===== config.mk =====
export PLATFORM = sky130hd
export DESIGN_NAME = tx_frame_scheduler
export DESIGN_NICKNAME = d
export VERILOG_FILES = /design/src/rtl/tx_frame_scheduler_pkg.sv /design/src/rtl/tx_frame_scheduler_rr_arbiter2.sv /design/src/rtl/tx_frame_scheduler.sv
export SDC_FILE = /design/constraint.sdc
export NUM_CORES = 1
export LEC_CHECK = 0
export BUFFER_PORTS_ARGS = -buffer_cell sky130_fd_sc_hd__buf_2
export CORE_MARGIN = 3
export CORE_UTILIZATION = 46
export DETAILED_ROUTE_END_ITERATION = 6
export PLACE_DENSITY = 0.73
export SYNTH_ARGS = -nofsm -noshare
export SYNTH_HDL_FRONTEND = slang
export SYNTH_HIERARCHICAL = 1
export SYNTH_SLANG_ARGS = --single-unit

===== constraint.sdc =====
create_clock -name CLK -period 1.6 [get_ports CLK]
set_input_delay 0.32 -clock CLK [delete_from_list [all_inputs] [get_ports CLK]]
set_output_delay 0.32 -clock CLK [all_outputs]
set_load 0.02 [all_outputs]

===== src/rtl/tx_frame_scheduler_pkg.sv =====
// rtl/tx_frame_scheduler_pkg.sv - shared state and grant encodings for tx_frame_scheduler
package tx_frame_scheduler_pkg;

    typedef enum logic [1:0] {
        IDLE      = 2'd0,
        SEND      = 2'd1,
        WAIT_ACK  = 2'd2,
        WAIT_DONE = 2'd3
    } state_t;

    localparam logic GNT_A = 1'b0;
    localparam logic GNT_B = 1'b1;

endpackage


===== src/rtl/tx_frame_scheduler_rr_arbiter2.sv =====
// rtl/tx_frame_scheduler_rr_arbiter2.sv - two-requester round-robin arbiter with update enable
module rr_arbiter2
    import tx_frame_scheduler_pkg::*;
(
    input  logic CLK,
    input  logic Reset,
    input  logic req_a,
    input  logic req_b,
    input  logic update_en,
    output logic gnt_valid,
    output logic gnt
);

    // ptr names the requester that wins a tie
    logic ptr_q, ptr_d;

    always_comb begin
        gnt_valid = req_a | req_b;
        if (req_a && req_b) begin
            gnt = ptr_q;
        end else if (req_b) begin
            gnt = GNT_B;
        end else begin
            gnt = GNT_A;
        end
        ptr_d = ptr_q;
        if (update_en && gnt_valid) begin
            ptr_d = ~gnt;
        end
    end

    always_ff @(posedge CLK or negedge Reset) begin
        if (!Reset) begin
            ptr_q <= GNT_A;
        end else begin
            ptr_q <= ptr_d;
        end
    end

endmodule


===== src/rtl/tx_frame_scheduler.sv =====
// rtl/tx_frame_scheduler.sv - arbitrates byte/word sources and sequences bytes into the UART handshake
module tx_frame_scheduler
    import tx_frame_scheduler_pkg::*;
#(
    parameter int DATA_WIDTH  = 8,
    parameter int ACK_TIMEOUT = 8
) (
    input  logic                    CLK,
    input  logic                    Reset,
    input  logic                    a_valid,
    input  logic [DATA_WIDTH-1:0]   a_data,
    output logic                    a_ready,
    input  logic                    b_valid,
    input  logic [2*DATA_WIDTH-1:0] b_data,
    output logic                    b_ready,
    input  logic                    cfg_parity_en,
    input  logic                    cfg_parity_type,
    input  logic                    tx_busy,
    output logic [DATA_WIDTH-1:0]   tx_data,
    output logic                    tx_data_valid,
    output logic                    tx_parity_en,
    output logic                    tx_parity_type,
    output logic                    sched_busy,
    output logic                    err_timeout
);

    localparam int CNT_W = (ACK_TIMEOUT > 2) ? $clog2(ACK_TIMEOUT) : 1;

    state_t                  state_q, state_d;
    logic [CNT_W-1:0]        cnt_q, cnt_d;
    logic [1:0]              bytes_left_q, bytes_left_d;
    logic [DATA_WIDTH-1:0]   tx_data_q, tx_data_d;
    logic [DATA_WIDTH-1:0]   hi_byte_q, hi_byte_d;
    logic                    a_ready_q, a_ready_d;
    logic                    b_ready_q, b_ready_d;
    logic                    tx_data_valid_q, tx_data_valid_d;
    logic                    tx_parity_en_q, tx_parity_en_d;
    logic                    tx_parity_type_q, tx_parity_type_d;
    logic                    sched_busy_q, sched_busy_d;
    logic                    err_timeout_q, err_timeout_d;

    logic gnt_valid;
    logic gnt;

    rr_arbiter2 u_arb (
        .CLK       (CLK),
        .Reset     (Reset),
        .req_a     (a_valid),
        .req_b     (b_valid),
        .update_en (state_q == IDLE),
        .gnt_valid (gnt_valid),
        .gnt       (gnt)
    );

    always_comb begin
        state_d          = state_q;
        cnt_d            = cnt_q;
        bytes_left_d     = bytes_left_q;
        tx_data_d        = tx_data_q;
        hi_byte_d        = hi_byte_q;
        tx_parity_en_d   = tx_parity_en_q;
        tx_parity_type_d = tx_parity_type_q;
        a_ready_d        = 1'b0;
        b_ready_d        = 1'b0;
        tx_data_valid_d  = 1'b0;
        err_timeout_d    = 1'b0;

        case (state_q)
            IDLE: begin
                if (gnt_valid) begin
                    state_d          = SEND;
                    tx_data_valid_d  = 1'b1;
                    tx_parity_en_d   = cfg_parity_en;
                    tx_parity_type_d = cfg_parity_type;
                    if (gnt == GNT_A) begin
                        a_ready_d    = 1'b1;
                        tx_data_d    = a_data;
                        bytes_left_d = 2'd1;
                    end else begin
                        b_ready_d    = 1'b1;
                        tx_data_d    = b_data[DATA_WIDTH-1:0];
                        hi_byte_d    = b_data[2*DATA_WIDTH-1:DATA_WIDTH];
                        bytes_left_d = 2'd2;
                    end
                end
            end
            SEND: begin
                state_d = WAIT_ACK;
                cnt_d   = '0;
            end
            WAIT_ACK: begin
                if (tx_busy) begin
                    state_d = WAIT_DONE;
                end else if (cnt_q == CNT_W'(ACK_TIMEOUT - 2)) begin
                    // the increment would reach ACK_TIMEOUT-1: give up on this frame
                    err_timeout_d = 1'b1;
                    bytes_left_d  = 2'd0;
                    state_d       = IDLE;
                end else begin
                    cnt_d = cnt_q + CNT_W'(1);
                end
            end
            WAIT_DONE: begin
                if (!tx_busy) begin
                    if (bytes_left_q == 2'd2) begin
                        tx_data_d       = hi_byte_q;
                        bytes_left_d    = 2'd1;
                        tx_data_valid_d = 1'b1;
                        state_d         = SEND;
                    end else begin
                        state_d = IDLE;
                    end
                end
            end
            default: state_d = IDLE;
        endcase

        sched_busy_d = (state_d != IDLE);
    end

    always_ff @(posedge CLK or negedge Reset) begin
        if (!Reset) begin
            state_q          <= IDLE;
            cnt_q            <= '0;
            bytes_left_q     <= 2'd0;
            tx_data_q        <= '0;
            hi_byte_q        <= '0;
            a_ready_q        <= 1'b0;
            b_ready_q        <= 1'b0;
            tx_data_valid_q  <= 1'b0;
            tx_parity_en_q   <= 1'b0;
            tx_parity_type_q <= 1'b0;
            sched_busy_q     <= 1'b0;
            err_timeout_q    <= 1'b0;
        end else begin
            state_q          <= state_d;
            cnt_q            <= cnt_d;
            bytes_left_q     <= bytes_left_d;
            tx_data_q        <= tx_data_d;
            hi_byte_q        <= hi_byte_d;
            a_ready_q        <= a_ready_d;
            b_ready_q        <= b_ready_d;
            tx_data_valid_q  <= tx_data_valid_d;
            tx_parity_en_q   <= tx_parity_en_d;
            tx_parity_type_q <= tx_parity_type_d;
            sched_busy_q     <= sched_busy_d;
            err_timeout_q    <= err_timeout_d;
        end
    end

    assign a_ready        = a_ready_q;
    assign b_ready        = b_ready_q;
    assign tx_data        = tx_data_q;
    assign tx_data_valid  = tx_data_valid_q;
    assign tx_parity_en   = tx_parity_en_q;
    assign tx_parity_type = tx_parity_type_q;
    assign sched_busy     = sched_busy_q;
    assign err_timeout    = err_timeout_q;

endmodule


Word-level counts from Yosys, hierarchy flattened. Index checks and enable logic that the tools add are counted.

$add $sub $neg: 1. Eq/ne operators: 11. Reductions and logical operators: 12. Bitwise operators: 2. Multiplexer cells: 36.

Operator list (number): $mux 8 (4); $mux 2 (10); $pmux 8 s2 (1); $mux 1 (15); $ne 2x2->1 const B (6); $pmux 2 s4 (1); $eq 2x2->1 const B (3); $mux 3 (2); $pmux 2 s3 (1); $pmux 3 s2 (1); $reduce_and 3->1 (2); $reduce_and 6->1 (1); $reduce_bool 2->1 (3); $reduce_and 4->1 (1); $add 3x1->3 const B (1); $eq 3x3->1 const B (1); $reduce_bool 3->1 (1); $eq 2x1->1 const B (1); $logic_and 1x1->1 (2); $logic_not 2->1 (1); $pmux 1 s2 (1); $reduce_and 2->1 (1); $not 1->1 (1); $or 1x1->1 (1).

Output and inout bits: 15. Input port bits: 31. Flip-flop bits (word level): 31.

Depth between registers and ports, before layout.
Word-level depth: 5. Gate-level depth with buffers: 7. Gate-level depth less buffers: 6.

By module. Netlist, hierarchy kept.

By module, submodules not included: tx_frame_scheduler (instances 1, area each 1506.4 sq um, cells an instance 138); rr_arbiter2 (instances 1, area each 53.8 sq um, cells an instance 6).

Least setup slack after synthesis. Ideal clock, no wire load.

Kind: reg2reg. Start: register state_q[1]. End: register sched_busy_q (netlist: sched_busy). Data arrival time: 1.513 ns. Cell stages (with the launch flop): 6. Setup slack: -0.038 ns. Path buffers: 1. Clock period less this slack: 1.638 ns. Library setup time: 0.124 ns. Cells stage by stage: dfrtp_1 > ha_1 > clkbuf_1 > a22o_1 > a32o_1 > or2_1.

Cells in the longest elaborated chain, start to end: 4. Elaborated cells between the ends (all ways): 10. Those cells by class: eq/ne: 3; mux: 5; reduce/logical: 2.

RTL lines: from (decl) (RTL line tx_frame_scheduler.sv:29) `state_t state_q, state_d;`; from (signal assigned) (RTL line tx_frame_scheduler.sv:136) `state_q <= state_d;`; $mux 2 (RTL line tx_frame_scheduler.sv:94) `end else if (cnt_q == CNT_W'(ACK_TIMEOUT - 2)) begin`; $mux 2 (RTL line tx_frame_scheduler.sv:92) `if (tx_busy) begin`; $pmux 2 s4 (*) (RTL line tx_frame_scheduler.sv:68) `case (state_q)`; named net state_d[1] (RTL line tx_frame_scheduler.sv:29); $reduce_bool 2->1 (*) (RTL line tx_frame_scheduler.sv:118) `sched_busy_d = (state_d != IDLE);`; named net sched_busy_d (RTL line tx_frame_scheduler.sv:39) `logic sched_busy_q, sched_busy_d;`; to (signal assigned) (RTL line tx_frame_scheduler.sv:146) `sched_busy_q <= sched_busy_d;`; to (decl) (RTL line tx_frame_scheduler.sv:39).

The timed path passes the listed nets; every way through them passes the cells marked *. A chain may end at the register's enable or synchronous reset.

Worst setup path in the final report. Ends and elaborated chain as after synthesis.

==> flow_metrics.py <==
metrics = {
    "synthesis": {
        "post_synthesis_sequential_area_ratio_pct": 49.7,
        "yosys_warnings": 6,
        "synth_cells": 144,
        "synth_top_cells_by_area": "dfrtp_1 50%, mux2_2 8.7%, mux2i_1 6.4%",
        "synth_edf_count": 0,
        "yosysTopAreaCell": "dfrtp_1",
        "yosys.cell_count.top_type": "dfrtp_1",
        "netlist-cell-type-count": 31,
        "syn-num-nets": 182,
        "synthTopCellsByCount": "31 x dfrtp_1, 15 x a21oi_1, 14 x nand2_1",
        "synth.avg_cell_area_sq_um": 10.8,
        "ys_dominant_reg_cell": "dfrtp_1",
        "mappedNetlistArea_sq_um": 1560,
        "synth_async_reset_ratio_pct": 100,
        "number_of_synthesized_register_bits": 31,
        "synth_top_cell_area_share_pct": 49.7,
    },
    "cts": {
        "worst_skew_pair.late_latency_ns": 0.33,
        "clock_path_buffers": 2,
        "cts_made_buffers": 5,
        "clock_sinks": 31,
        "tritoncts": "yes",
        "root_buffer": "clkbuf_4",
        "ctsHtreeMaxLevel": 2,
        "cts_hold_buffers": 0,
        "clk_transition_reported_paths_ns": 0.10,
    },
    "sta": {
        "slew_headroom_pct": 53.0,
        "finalHoldViolCount": 0,
        "fin_skew_ns": 0.00761,
        "worstMarginPinSlew_ns": 0.706,
        "setup_viol": 0,
        "rsz_0062_raised_after_global_routing": "true",
        "period_share_pct": 97.8,
        "final.min_clock_period_ns": 1.56,
        "max_freq_mhz": 639,
        "timing.final.max_slew_violations": 0,
    },
    "route": {
        "avgRoutedWirePerCell_um": 14.0,
        "remaining_drc_errors": 0,
        "drt.antenna.violating_nets": 0,
        "drt_first_pass_iters": 4,
        "route.final.wire_length_um": 3510,
        "routed_via_density": 5.05,
        "dr_total_vias": 1268,
        "drtIter0Drc": 74,
    },
    "worst_setup_path": {
        "crit_path_max_fanout": 4,
        "cpPeakStageDelay_ns": 0.44,
        "r2r_end": "sched_busy",
        "timing.critical_path.arrival_ns": 1.79,
        "slowest_stage_cell_on_the_critical_path": "dfrtp_2",
        "setup.worst_path.start_class": "flop",
        "worstReg2RegStart": "state_q[1]",
        "critical_path.cell_chain": "inv_2, buf_4, ha_4, a21oi_2, nand2_1, a32o_2, or2_1",
        "worst-endpoint-required_ns": 1.83,
        "criticalPathCategory": "reg -> reg",
        "number_of_cells_traversed_by_the_worst_register_to_register_path": 7,
        "r2r_slack_ns": 0.04,
        "critical_path_endpoint_category": "flop",
    },
    "die": {
        "dieHeight_um": 64.2,
        "fp-row-count": 20,
        "boundaryPins": 46,
        "initial_standard_cell_utilization_of_the_core_pct": 49.5,
        "core-area_sq_um": 3150,
        "die_width_um": 64.2,
        "dieArea_sq_um": 4130,
    },
    "layout": {
        "fin_nets": 244,
        "layout-drive-gt1-share_pct": 50.7,
        "antenna_cells": 0,
        "areaGrowthSynthToFinish_pct": 34.6,
        "final-instance-count-excl-fill": 251,
    },
    "outcome": {
        "run_status": "completed",
    },
    "power": {
        "total_power_mw": 4.14,
        "power_per_cell_area_nw_per_um2": 1970,
        "static-leakage-power_nw": 1.04,
        "vdd_drop_max_uv": 1110,
    },
    "global_route": {
        "grtUsageTotal_pct": 18.5,
        "wire_length_of_the_first_global_routing_pass_um": 5950,
        "grt_pass1_vias": 1326,
        "largest_net_degree_at_the_start_of_global_routing": 32,
        "overflow": 0,
        "antenna_found_initial": 0,
    },
    "place": {
        "post-place-cells": 241,
        "hpwlAfterDp_um": 2620,
        "placement.io_buffers": 45,
        "routabilityCongestion": 0.901,
    },
    "min_path": {
        "holdCritPathClass": "in -> async",
    },
    "run": {
        "max_cap_violations": 0,
    },
}
worst max-delay path, delay by kind of cell, from the launching register on:
family          cells  cell delay, ns
fa+ha+maj           1            0.16
flops               1            0.44
simple gates        2            0.29
buf+inv             2            0.22
compound gates      2            0.35
layer usage:
| metal | part of all wire [%] | vias up | GRT usage [%] | wire length, um |
|---|---|---|---|---|
| li1 | - | 626 | - | - |
| met1 | 45 | 593 | 23.7 | 1570 |
| met2 | 48 | 44 | 28.4 | 1670 |
| met3 | 6.2 | 5 | 6.68 | 219 |
| met4 | 1.3 | 0 | 7.12 | 45 |
| met5 | 0 | - | 0 | 0 |
metrics by stage:
| step | TNS, ns | hold WS (ns) | worst slack [ns] | cell area (sq um) | utilization, % |
|---|---|---|---|---|---|
| 3_3_place_gp | 0 | 0.388 | 0.0373 | 1920 | 60.9 |
| 4_1_cts | 0 | 0.0393 | 0.000688 | 2020 | 64.1 |
| 6_report | 0 | 0.0211 | 0.0354 | 2100 | 66.6 |
| 5_1_grt | -0.0711 | 0.0538 | -0.0232 | 2100 | 66.6 |
| 3_5_place_dp | -0.0638 | 0.404 | -0.0638 | 1920 | 60.9 |
| 2_1_floorplan | 0 | 0.0244 | 0.00616 | 1560 | - |
timing repair:
item	4_1_cts	5_1_grt
setup endpoints to repair	3	19
setup buffers	1	1
pin swaps	0	2
gates resized for setup	8	18
area by class of cell:
class | instances | area (sq um)
multi-input cells | 99 | 803
inverters | 8 | 32.5
flip-flops and latches | 31 | 778
repair buffers | 61 | 362
clock buffers | 8 | 68.8
well taps | 44 | 55.1
fillers | 261 | 1050
logic make-up (layout without fill, tap and decap cells):
family	count (synthesis)	after routing	share of synthesized area, %
AOI/OAI and AO/OA	35	35	14.4
adders and majority gates	7	7	5.61
buffers and inverters	14	77	4.41
DFF	31	31	49.7
muxes	22	22	15.1
and+or+nand+nor	35	35	10.8
where the power goes:
group / switching (mW) / internal, mW / total (mW)
clock network: 0.267 / 0.258 / 0.525
registers: 0.220 / 1.15 / 1.37
logic: 1.18 / 1.06 / 2.24
total: 1.67 / 2.47 / 4.14
flip-flops by register name, summed over array words and instances, names as in the netlist:
| signal | count |
|---|---|
| a_ready | 1 |
| b_ready | 1 |
| bytes_left_q | 2 |
| cnt_q | 3 |
| err_timeout | 1 |
| hi_byte_q | 8 |
| sched_busy | 1 |
| state_q | 2 |
| tx_data | 8 |
| tx_data_valid | 1 |
| tx_parity_en | 1 |
| tx_parity_type | 1 |
| u_arb/ptr_q | 1 |
worst max path at each step:
stage / start / end / slack (ns) / cells past startpoint
after floorplan: state_q[0] / bytes_left_q[0] / 0.006 / 6
after global placement: state_q[1] / sched_busy / 0.04 / 5
after detailed placement: state_q[1] / sched_busy / -0.06 / 7
after CTS: state_q[1] / sched_busy / 0.0007 / 7
after global routing: state_q[0] / sched_busy / -0.02 / 5
final: state_q[1] / sched_busy / 0.04 / 7
layout by cell type (no fill, tap or decap), drive strengths merged, types with 7 or more instances in the layout:
cell | synthesis | layout
mux2i | 10 | 10
nand2 | 15 | 15
inv | 8 | 8
dfrtp | 31 | 31
a21oi | 15 | 15
nor2 | 10 | 10
mux2 | 12 | 12
buf | 3 | 61
clkbuf | 3 | 8
ha | 7 | 7
o21ai | 11 | 11
Note: power is estimated with default switching activity, not from simulation.
